[src/rtl/booth_mul_iter.sv]
// booth_mul_iter: iterative radix-4 Booth multiplier with a valid/ready handshake.
// It accumulates PP_PER_CYCLE Booth partial products per clock into a double-width
// accumulator. It handles signed, unsigned and mixed-sign operands.
// Optional feature macro: BOOTH_MUL_FLUSH_EN adds a 'flush' input. That input aborts
// the operation in flight and returns the unit to IDLE.
module booth_mul_iter #(
    parameter int WIDTH        = 32,
    parameter int PP_PER_CYCLE = 2
) (
    input  logic                 clk,
    input  logic                 rst,
`ifdef BOOTH_MUL_FLUSH_EN
    input  logic                 flush,
`endif
    input  logic                 in_valid,
    output logic                 in_ready,
    input  logic [WIDTH-1:0]     x,
    input  logic [WIDTH-1:0]     y,
    input  logic                 x_signed,
    input  logic                 y_signed,
    output logic                 out_valid,
    input  logic                 out_ready,
    output logic [2*WIDTH-1:0]   result
);

    // Product width, Booth group count and the number of compute cycles.
    localparam int PW     = 2 * WIDTH;
    localparam int NGROUP = (WIDTH + 2) / 2;
    localparam int NCYC   = (NGROUP + PP_PER_CYCLE - 1) / PP_PER_CYCLE;
    localparam int STEP   = 2 * PP_PER_CYCLE;

    // The multiplier window is padded to a whole number of steps, plus the implicit y[-1].
    // The pad bits replicate the extension bit.
    // Booth triples past group N-1 are therefore 000 or 111 and contribute nothing.
    localparam int YW     = STEP * NCYC + 1;
    localparam int CW     = (NCYC > 1) ? $clog2(NCYC) : 1;
    localparam logic [CW-1:0] LAST_CNT = CW'(NCYC - 1);

    // Reject configurations the datapath is not built for.
    generate
        if ((WIDTH < 4) || ((WIDTH % 2) != 0) ||
            !((PP_PER_CYCLE == 1) || (PP_PER_CYCLE == 2) || (PP_PER_CYCLE == 4))) begin : gBadParams
            $error("booth_mul_iter: illegal WIDTH or PP_PER_CYCLE");
        end
    endgenerate

    typedef enum logic [1:0] {
        IDLE = 2'd0,
        BUSY = 2'd1,
        DONE = 2'd2
    } state_t;

    state_t          state_q, state_d;
    logic [PW-1:0]   mcand_q, mcand_d;
    logic [YW-1:0]   mplier_q, mplier_d;
    logic [PW-1:0]   acc_q, acc_d;
    logic [CW-1:0]   cnt_q, cnt_d;
    logic [PW-1:0]   result_q, result_d;
    logic [PW-1:0]   ppSum;
    logic [PW-1:0]   xExt;
    logic [YW-2:0]   yExt;
    logic            flushHit;

`ifdef BOOTH_MUL_FLUSH_EN
    assign flushHit = flush;
`else
    assign flushHit = 1'b0;
`endif

    // Map one Booth triple to its group term. The caller applies the group's 2i shift.
    function automatic logic [PW-1:0] boothTerm(input logic [2:0] trip, input logic [PW-1:0] m);
        logic [PW-1:0] t;
        case (trip)
            3'b001, 3'b010: t = m;
            3'b011:         t = m << 1;
            3'b100:         t = -(m << 1);
            3'b101, 3'b110: t = -m;
            default:        t = '0;
        endcase
        return t;
    endfunction

    // Operand extension on acceptance.
    assign xExt = x_signed ? {{WIDTH{x[WIDTH-1]}}, x} : {{WIDTH{1'b0}}, x};
    assign yExt = {{(YW - 1 - WIDTH){y_signed & y[WIDTH-1]}}, y};

    // Sum of this cycle's group terms.
    // The multiplicand register is already pre-shifted to the current window position.
    always_comb begin
        ppSum = '0;
        for (int j = 0; j < PP_PER_CYCLE; j++) begin
            ppSum = ppSum + (boothTerm(mplier_q[2*j +: 3], mcand_q) << (2 * j));
        end
    end

    // Next-state, datapath update and handshake decisions. Flush overrides everything else.
    always_comb begin
        state_d  = state_q;
        mcand_d  = mcand_q;
        mplier_d = mplier_q;
        acc_d    = acc_q;
        cnt_d    = cnt_q;
        result_d = result_q;

        case (state_q)
            IDLE: begin
                if (in_valid) begin
                    mcand_d  = xExt;
                    mplier_d = {yExt, 1'b0};
                    acc_d    = '0;
                    cnt_d    = '0;
                    state_d  = BUSY;
                end
            end
            BUSY: begin
                acc_d    = acc_q + ppSum;
                mcand_d  = mcand_q << STEP;
                mplier_d = {{STEP{mplier_q[YW-1]}}, mplier_q[YW-1:STEP]};
                if (cnt_q == LAST_CNT) begin
                    result_d = acc_q + ppSum;
                    state_d  = DONE;
                end else begin
                    cnt_d = cnt_q + CW'(1);
                end
            end
            DONE: begin
                if (out_ready) begin
                    state_d = IDLE;
                end
            end
            default: begin
                state_d = IDLE;
            end
        endcase

        if (flushHit) begin
            state_d  = IDLE;
            cnt_d    = '0;
            acc_d    = '0;
            result_d = result_q;
        end
    end

    // State and datapath registers.
    always_ff @(posedge clk or posedge rst) begin
        if (rst) begin
            state_q  <= IDLE;
            mcand_q  <= '0;
            mplier_q <= '0;
            acc_q    <= '0;
            cnt_q    <= '0;
            result_q <= '0;
        end else begin
            state_q  <= state_d;
            mcand_q  <= mcand_d;
            mplier_q <= mplier_d;
            acc_q    <= acc_d;
            cnt_q    <= cnt_d;
            result_q <= result_d;
        end
    end

    assign in_ready  = (state_q == IDLE);
    assign out_valid = (state_q == DONE);
    assign result    = result_q;

endmodule

[config.mk]
export PLATFORM = sky130hd
export DESIGN_NAME = booth_mul_iter
export DESIGN_NICKNAME = d
export VERILOG_FILES = /design/src/rtl/booth_mul_iter.sv
export SDC_FILE = /design/constraint.sdc
export NUM_CORES = 1
export LEC_CHECK = 0
export CORE_ASPECT_RATIO = 0.9
export CORE_MARGIN = 3
export CORE_UTILIZATION = 56
export CTS_BUF_LIST = sky130_fd_sc_hd__clkbuf_16
export CTS_CLUSTER_DIAMETER = 200
export DETAILED_ROUTE_END_ITERATION = 16
export DONT_BUFFER_PORTS = 1
export PLACE_DENSITY = 0.75
export SYNTH_ARGS = -nofsm -noshare
export SYNTH_HDL_FRONTEND = slang
export SYNTH_SLANG_ARGS = --single-unit
[constraint.sdc]
create_clock -name clk -period 19.65 [get_ports clk]
set_input_delay 1.965 -clock clk [delete_from_list [all_inputs] [get_ports clk]]
set_output_delay 1.965 -clock clk [all_outputs]
set_load 0.05 [all_outputs]
== After elaboration in Yosys (flattened, before gate mapping) ==
Cells that the tools add are included.

* Register bits: 235
* Bits of input ports: 70
* Output and inout port bits: 66
* Word-level logic and storage cells: 60

* $add $sub $neg: 5
* Eq/ne operators: 19
* Mux-type cells: 16
* Bitwise gates (word level): 2
* Reductions and logical operators: 11

{| class="wikitable"
|+ Operators by type and width
! cell !! number
|-
| case mux 64 bit (2 select lines) || 2
|-
| case mux 64 bit (4 select lines) || 1
|-
| case mux 62 bit (4 select lines) || 1
|-
| 2-to-1 mux 64 bit || 3
|-
| adder 64 bit || 2
|-
| negation 64 bit || 2
|-
| case mux 37 bit (2 select lines) || 1
|-
| 2-to-1 mux 37 bit || 1
|-
| == test 3 bit, second input constant || 6
|-
| == test 3 x 2 -> 1 bit, second input constant || 4
|-
| AND reduction 3 bit || 3
|-
| 2-to-1 mux 4 bit || 2
|-
| case mux 4 bit (2 select lines) || 1
|-
| OR reduction 2 bit || 4
|-
| == test 3 x 1 -> 1 bit, second input constant || 2
|-
| 2-to-1 mux 2 bit || 3
|-
| != test 2 bit, second input constant || 3
|-
| case mux 2 bit (3 select lines) || 1
|-
| adder 4 x 1 -> 4 bit, second input constant || 1
|-
| == test 4 bit, second input constant || 1
|-
| AND reduction 2 bit || 2
|-
| == test 2 x 1 -> 1 bit, second input constant || 1
|-
| == test 2 bit, second input constant || 1
|-
| zero test 2 bit || 1
|-
| 4 further kinds || 4
|}

== Logic depth before layout (Yosys ltp) ==
Gate-level depths: netlist of run 1.

* Depth in word-level cells: 6
* Mapped depth: 27
* Mapped depth without buffers: 25

== Worst setup path after synthesis of run 1 ==
No wires, ideal clock.

* Kind: flip-flop to flip-flop
* Start: register mcand_q[0]
* End: register result_q[62] (netlist: result[62])
* Setup time: 0.125 ns
* Data arrival time: 6.060 ns
* Required time: 19.525 ns
* Setup slack: 13.465 ns
* Stages on the path, launching flop included: 25
* Path buffers: 2
* Period minus slack after synthesis: 6.185 ns
* Cells stage by stage: dfrtp_1 -> inv_1 -> ha_1 -> nor3b_2 -> nand3_1 -> or4b_2 -> clkbuf_1 -> nor2_1 -> nand2_1 -> nor3_1 -> xnor2_1 -> a221o_1 -> fa_1 -> ha_1 -> clkbuf_1 -> nand2_1 -> or2_2 -> a31o_2 -> a31oi_1 -> a31oi_1 -> o31ai_1 -> a31oi_1 -> o31ai_1 -> xor2_1 -> mux2_2

* Cells in the longest elaborated chain, start to end: 4
* Elaborated cells on any way between the ends: 6
* Those cells by class: 4 x add/sub; 2 x mux

{| class="wikitable"
|+ Ends and longest elaborated chain
! what !! RTL line !! RTL
|-
| start: declaration || 54 || <nowiki>logic [PW-1:0] mcand_q, mcand_d;</nowiki>
|-
| start signal: assignment || 155 || <nowiki>mcand_q <= mcand_d;</nowiki>
|-
| negation 64 bit, on equally long branches || 77, 76 ||
|-
| case mux 64 bit (4 select lines) / case mux 62 bit (4 select lines) (equally long branches) || 73 || <nowiki>case (trip)</nowiki>
|-
| adder 64 bit * || 92 || <nowiki>ppSum = ppSum + (boothTerm(mplier_q[2*j +: 3], mcand_q) << (2 * j));</nowiki>
|-
| adder 64 bit * || 120 || <nowiki>result_d = acc_q + ppSum;</nowiki>
|-
| end signal: assignment || 159 || <nowiki>result_q <= result_d;</nowiki>
|-
| end: declaration || 58 || <nowiki>logic [PW-1:0] result_q, result_d;</nowiki>
|}

Mark *: on every way between the ends. The rest lies on a longest branch, timed or not.
A chain may end at the register's enable or synchronous reset.

== Final worst setup path of run 1 ==
Same ends and word-level chain as after synthesis.

==> impl_results.md, run 1 <==
* Crit-path max cell delay at 920 ps
* Final layout net count at 2730
* Max capacitance violation total at 0
* Routability congestion estimate from global placement at 0.945
* Element type at the critical path start: register
* Layout Skew at 30.5 ps
* Number of enable-type register cells in the synthesized netlist at 0
* Pin count of the biggest net entering global routing at 110
* Cell-by-cell listing of the critical path: inv_1 -> ha_1 -> nor3b_2 -> nand3_1 -> or4b_2 -> nor2_1 -> nand2_1 -> nor3_1 -> xnor2_1 -> a21oi_1 -> a31oi_1 -> o21ai_0 -> fa_1 -> inv_1 -> ha_1 -> nand4_1 -> nor3_1 -> and3_1 -> a31oi_1 -> o31ai_1 -> a31oi_1 -> o31ai_1 -> xor2_1 -> mux2_2
* Top fanout value on the critical path at 7
* IO Pins at 136
* Primary flip-flop cell chosen by synthesis mapping: dfrtp_1
* Worst r2r path cells at 24
* Least setup slack across all paths after layout at 11950 ps
* Root Buffer: clkbuf_16
* Cells after Synth at 2718
* Hold buffer count at CTS at 0
* Register bit total from synthesis at 233
* Min Tclk post-route at 7700 ps
* Cell area after synthesis at 0.0209 mm²
* Post-Route WL at 68.8 mm
* Fraction of synthesis flops using an asynchronous set or reset pin at 100%
* HPWL after DPL at 47.4 mm
* Placed Cells at 2979
* Destination of the worst hold path: mplier_q[32]
* Number of gates resized after CTS at 0
* Worst Hold Class: reg2reg
* Max transition margin at 14.2%
* Share of final-layout standard cells stronger than drive strength 1 at 5.69%
* Routed length per placed instance at 22.8 µm
* Origin of the critical flop-to-flop path: mcand_q[0]
* Row count at 66
* Antenna Cells at 0
* Mean instance size in the synthesized netlist at 7.68 µm²
* Post-Place Worst Slack at 12130 ps
* Yosys warning total at 0
* Vias at 19900
* Seq/Total Area, Yosys at 27.9%
* Transition at the pin with the smallest max-transition slack at 1290 ps
* Count of distinct cell types in the synthesized netlist at 85
* Initial Utilization at 57.3%
* Count of final setup violators at 0
* Clock network latency to the later pin of the worst-skew pair at 580 ps
* Highest-delay cell along the critical path: o31ai_1
* Critical path type: reg2reg
* Chip Height at 189 µm
* Required @ worst endpoint at 20120 ps
* Total track usage at 34.2%
* Slew Limit Fails at 0
* Worst hold path depth at 2
* Clock tree from TritonCTS: yes
* Num Clock Sinks at 233
* Reg-to-reg setup timing slack at 11950 ps
* Clock-pin slew on the worst setup and hold paths at 60 ps
* Highest clock frequency the design can meet at 130 MHz
* Overall die width at 209 µm
* Most frequent cells in the layout: 555 x nand2_1, 231 x nor2_1, 228 x dfrtp_1, 183 x o21ai_0, 164 x a21oi_1
* Detailed Routing Iterations Pass 1 at 6
* Die Footprint at 0.0396 mm²
* Met2 track utilization from global routing at 55.7%
* Max H-tree Level at 1
* Met1 usage at 46.3%
* Post-route clock period utilization at 39.2%
* DRT iter0 DRCs at 2147
* Critical path data arrival time at 8160 ps
* Post-synthesis net count at 2917
* Port Buffers at 0
* Worst R2R End: result[62]
* Count of non-filler cells in the finished layout at 3023
* Leading cell type in the layout, fill and taps excluded: nand2_1
* Summed negative setup slack over all endpoints at 0 ps
* Wire length of the first global-routing pass at 109 mm
* Placeable core area at 0.0364 mm²
* Area overhead of the layout relative to synthesis at 3.32%
* Initial antenna violation count at 0
* Buffer count from post-CTS setup fixing at 0
* Total count of hold-check failures in the final report at 0
* Met3 demand-to-capacity share in global routing at 4.54%
* Via count of the first global-routing pass at 19100
* Post-detailed-route count of antenna-violating nets at 0
* Overflow after GRT at 0
* Detailed-route DRC error count at 0
* Routed via count divided by cell count at 6.58
* Outcome: completed
* RSZ-0062 raised after global routing: false
* Critical path endpoint category: register
* Hold Path Origin: mplier_q[32]
* Most frequent cell on the critical path: a31oi_1
* Largest buffer count on any clock path at 3
* Number of CTS-inserted buffers at 26
* Grt peak-use layer: met2
## worst max path at each step
stage / start / endpoint / slack, ps / cells past startpoint
6_report: mcand_q[0] / result[62] / 11950 / 24
5_1_grt: mcand_q[0] / result[62] / 11480 / 25
4_1_cts: mcand_q[0] / result[62] / 12080 / 24
3_5_place_dp: mcand_q[0] / result[62] / 12130 / 24
3_3_place_gp: mcand_q[0] / result[62] / 12310 / 25
2_1_floorplan: rst / acc_q[0] / 11300 / 1
## through the flow
| stage | util, % | area, µm² | hold slack, ps |
|---|---|---|---|
| after global routing | 59.2 | 21600 | 501 |
| final | 59.2 | 21600 | 488 |
| after floorplan | - | 20900 | 450 |
| after detailed placement | 57.0 | 20800 | 479 |
| after CTS | 59.2 | 21600 | 493 |
| after global placement | 57.0 | 20800 | 469 |
## cell type report
cell class | count | area [µm²]
clock buffers | 26 | 651
clock inverters | 18 | 138
fillers | 3330 | 14900
inverters | 116 | 443
multi-input cells | 2129 | 13700
flip-flops and latches | 233 | 5840
well taps | 476 | 596
repair buffers | 25 | 188
## registers in the layout, indices dropped and copies added (netlist names)
| name | count |
|---|---|
| acc_q | 64 |
| mcand_q | 64 |
| result | 64 |
| mplier_q | 35 |
| cnt_q | 4 |
| state_q | 2 |
## per-layer routing
| layer | share of wire [%] | routed length (µm) |
|---|---|---|
| met1 | 41 | 28200 |
| met4 | 4.5 | 3090 |
| met2 | 46 | 31900 |
| met5 | 0 | 0 |
| met3 | 8.3 | 5720 |
## worst max-delay path, delay by kind of cell (launching register included)
kind / cells / cell delay [ps]
and+or+nand+nor: 9 / 2790
AOI/OAI and AO/OA: 7 / 2360
adders and majority gates: 3 / 1150
DFF: 1 / 430
xor gates and xnor gates: 2 / 340
muxes: 1 / 280
buffers and inverters: 2 / 200
## kinds of logic after synthesis
logic type	Yosys count	synth area share, %
adder cells (fa/ha/maj)	129	9.96
flip-flops	233	27.9
multiplexers	38	1.92
XOR/XNOR	199	8.42
buffers and inverters	356	6.61
AO/OA/AOI/OAI	775	24.3
AND/OR/NAND/NOR	988	20.8
## synthesized netlist by cell type (14+ instances only)
cell / count / area, µm²
a21oi_1: 164 / 821
a221o_1: 15 / 150
nand4_1: 23 / 144
a22o_1: 40 / 350
o211ai_1: 22 / 165
xor2_1: 73 / 639
buf_1: 32 / 120
a211oi_1: 25 / 188
nand2b_1: 14 / 87.6
inv_1: 114 / 428
a22oi_1: 27 / 203
a31oi_1: 91 / 569
xnor2_1: 125 / 1090
ha_1: 67 / 838
dfrtp_1: 233 / 5830
a21o_1: 53 / 398
o21ai_0: 183 / 916
or2_2: 20 / 125
mux2i_1: 22 / 220
or3_1: 14 / 87.6
clkbuf_1: 195 / 732
nand2_1: 555 / 2080
and3_1: 14 / 87.6
fa_1: 62 / 1240
nand3_1: 21 / 105
mux2_2: 16 / 180
a221oi_1: 70 / 613
nor2_1: 237 / 890
Power of run 1 is left out: the tool's default activity adds up to more than one toggle a clock period on the data nets, which glitch-free logic cannot reach.
==> run 2: changes to the inputs <==
Settings changed: ABC_AREA from default to 1, PLACE_DENSITY 0.75 to 0.78.
Clock period 19.65 ns to 6.6 ns, I/O delays scaled along.
==> run 2 against run 1 <==
Fmax is 27% higher. Area after synthesis is 6.2% lower. Critical path depth fell by 4. Sequential share of layout area is 1.0 points higher. Die area down 6.0%. Design area decreased by 3.8%. Cell count up 4.2%. Worst hold slack worse by 310 ps. Global-route usage rose by 3.9 points. Flip-flop and latch count did not move. Count of clock-buffer cells in the layout up 1. First-iteration DRC count increased by 22%. Critical path type unchanged.
==> impl_results.md, run 2 <==
* Final layout net count at 2869
* Min Tclk post-route at 6050 ps
* Number of CTS-inserted buffers at 27
* Primary flip-flop cell chosen by synthesis mapping: dfrtp_1
* Routability congestion estimate from global placement at 1.11
* Area of placed instances at 0.0199 mm²
* Pin count of the biggest net entering global routing at 122
* Worst Hold Class: in2reg
* Destination of the worst hold path: state_q[1]
* Cell area after synthesis at 0.0196 mm²
* Post-detailed-route count of antenna-violating nets at 0
* Post-Route WL at 72.4 mm
* Count of distinct cell types in the synthesized netlist at 53
* Buffer count from post-CTS setup fixing at 0
* Crit-path max cell delay at 990 ps
* Vias at 20200
* Placeable core area at 0.0342 mm²
* Wire length of the first global-routing pass at 110 mm
* Most frequent cell on the critical path: nand2_1
* Fill cell count at 3266
* Largest delay contributor family on the critical path: simple AND/OR/NAND/NOR gates
* Grt peak-use layer: met2
* Worst R2R End: result[60]
* Register bit total from synthesis at 233
* Highest clock frequency the design can meet at 165 MHz
* Yosys top cell by area: dfrtp_1
* Placed Cells at 3103
* Number of gates resized after CTS at 0
* Final std cell area, no fill at 0.0207 mm²
* Critical path endpoint category: register
* Seq/Total Area, Yosys at 29.8%
* Mean instance size in the synthesized netlist at 7.15 µm²
* Max capacitance violation total at 0
* Total track usage at 38.0%
* Max transition margin at 20.1%
* Leading cell type in the layout, fill and taps excluded: nand2_1
* Cell-by-cell listing of the critical path: inv_1 -> nand2_1 -> nand2_1 -> nor2_2 -> buf_4 -> clkinv_1 -> nor2_1 -> nor3_2 -> fa_1 -> inv_1 -> ha_1 -> nand2_1 -> nor2_1 -> inv_1 -> nor4_1 -> nand3_1 -> nand2_1 -> nand2_1 -> nand3_1 -> nand2_1
* Overall die width at 203 µm
* Antenna Cells at 0
* Share of the synthesized area in the top cell type at 29.8%
* Routed via count divided by cell count at 6.42
* Max H-tree Level at 1
* Largest buffer count on any clock path at 3
* Summed negative setup slack over all endpoints at 0 ps
* Count of non-filler cells in the finished layout at 3151
* Met2 track utilization from global routing at 63.4%
* Share of final-layout standard cells stronger than drive strength 1 at 5.50%
* Yosys warning total at 0
* HPWL after DPL at 55.4 mm
* RSZ-0062 raised after global routing: false
* Number of enable-type register cells in the synthesized netlist at 0
* Slew Limit Fails at 0
* Num Clock Sinks at 233
* Count of final setup violators at 0
* Most frequent cell after synthesis: nand2_1
* Reg-to-reg setup timing slack at 550 ps
* Root Buffer: clkbuf_16
* Clock network latency to the later pin of the worst-skew pair at 570 ps
* Port Buffers at 0
* DRT iter0 DRCs at 2619
* Most frequent cells in the layout: 567 x nand2_1, 349 x inv_1, 259 x o21ai_0, 249 x nor2_1, 233 x dfrtp_1
* Highest-delay cell along the critical path: nor4_1
* Initial Utilization at 57.2%
* Element type at the critical path start: register
* Cells after Synth at 2735
* Overflow after GRT at 0
* Critical path data arrival time at 6500 ps
* Transition at the pin with the smallest max-transition slack at 1190 ps
* Hold buffer count at CTS at 0
* Top fanout value on the critical path at 38
* Required @ worst endpoint at 7050 ps
* Row count at 64
* Post-synthesis net count at 2934
* Hold Path Origin: out_ready
* Total count of hold-check failures in the final report at 0
* Met3 demand-to-capacity share in global routing at 7.90%
* Via count of the first global-routing pass at 19100
* Post-route clock period utilization at 91.6%
* Clock tree from TritonCTS: yes
* Worst hold path depth at 1
* Final design utilization at 60.7%
* Area overhead of the layout relative to synthesis at 6.02%
* Crit path buf inv count at 5
* Met1 usage at 48.4%
* Chip Height at 183 µm
* Worst r2r path cells at 20
* Routed length per placed instance at 23.0 µm
* Detailed Routing Iterations Pass 1 at 6
* Top cell types by occurrence after synthesis: 568 x nand2_1, 347 x inv_1, 259 x o21ai_0
* IO Pins at 136
* Outcome: completed
* Fraction of synthesis flops using an asynchronous set or reset pin at 100%
* Die Footprint at 0.0372 mm²
* Initial antenna violation count at 0
* Layout Skew at 15.4 ps
* Origin of the critical flop-to-flop path: mplier_q[1]
* Critical path type: reg2reg
* Clock-pin slew on the worst setup and hold paths at 70 ps
* Detailed-route DRC error count at 0
* Main area contributors after synthesis: dfrtp_1 30%, nand2_1 11%, inv_1 6.7%, o21ai_0 6.6%, fa_1 6.3%
[run 2: logic make-up (layout without fill, tap and decap cells)]
kind of cell    count (synthesis)  count (layout)  synth area share, %
flops                         233             233                 29.8
xor+xnor                       78              78                 3.57
fa+ha+maj                     129             129                 10.6
simple gates                 1094            1094                 24.2
buf+inv                       482             436                 9.36
compound gates                719             719                 22.4
[run 2: layout make-up]
type                    count  area, µm²  share of cell area (%)
well taps                 462        578                    2.79
inverters                 364       1370                    6.61
clock inverters            21        168                   0.808
repair buffers             24        193                   0.929
flip-flops and latches    233       5830                    28.1
clock buffers              27        676                    3.26
multi-input cells        2020      11900                    57.5
[run 2: how the worst max path moves through the flow]
| stage | depth (start not counted) | endpoint | start |
|---|---|---|---|
| after detailed placement | 22 | acc_q[41] | mplier_q[1] |
| after floorplan | 25 | acc_q[44] | mcand_q[0] |
| final | 20 | result[60] | mplier_q[1] |
| after CTS | 22 | acc_q[41] | mplier_q[1] |
| after global routing | 22 | result[53] | mplier_q[0] |
| after global placement | 23 | result[60] | mcand_q[0] |
[run 2: through the flow]
step                      setup WS (ps)  hold slack, ps
final                               554             178
after global routing                508             177
after CTS                          1050             159
after detailed placement           1070             485
after global placement             1080             465
after floorplan                    2550             448
[run 2: metal layers]
metal / up-vias / share of wire [%]
li1: 9143 / -
met1: 9518 / 38
met2: 1262 / 46
met3: 296 / 9.8
met4: 0 / 5.8
met5: - / 0
Power of run 2 is left out for the same reason.
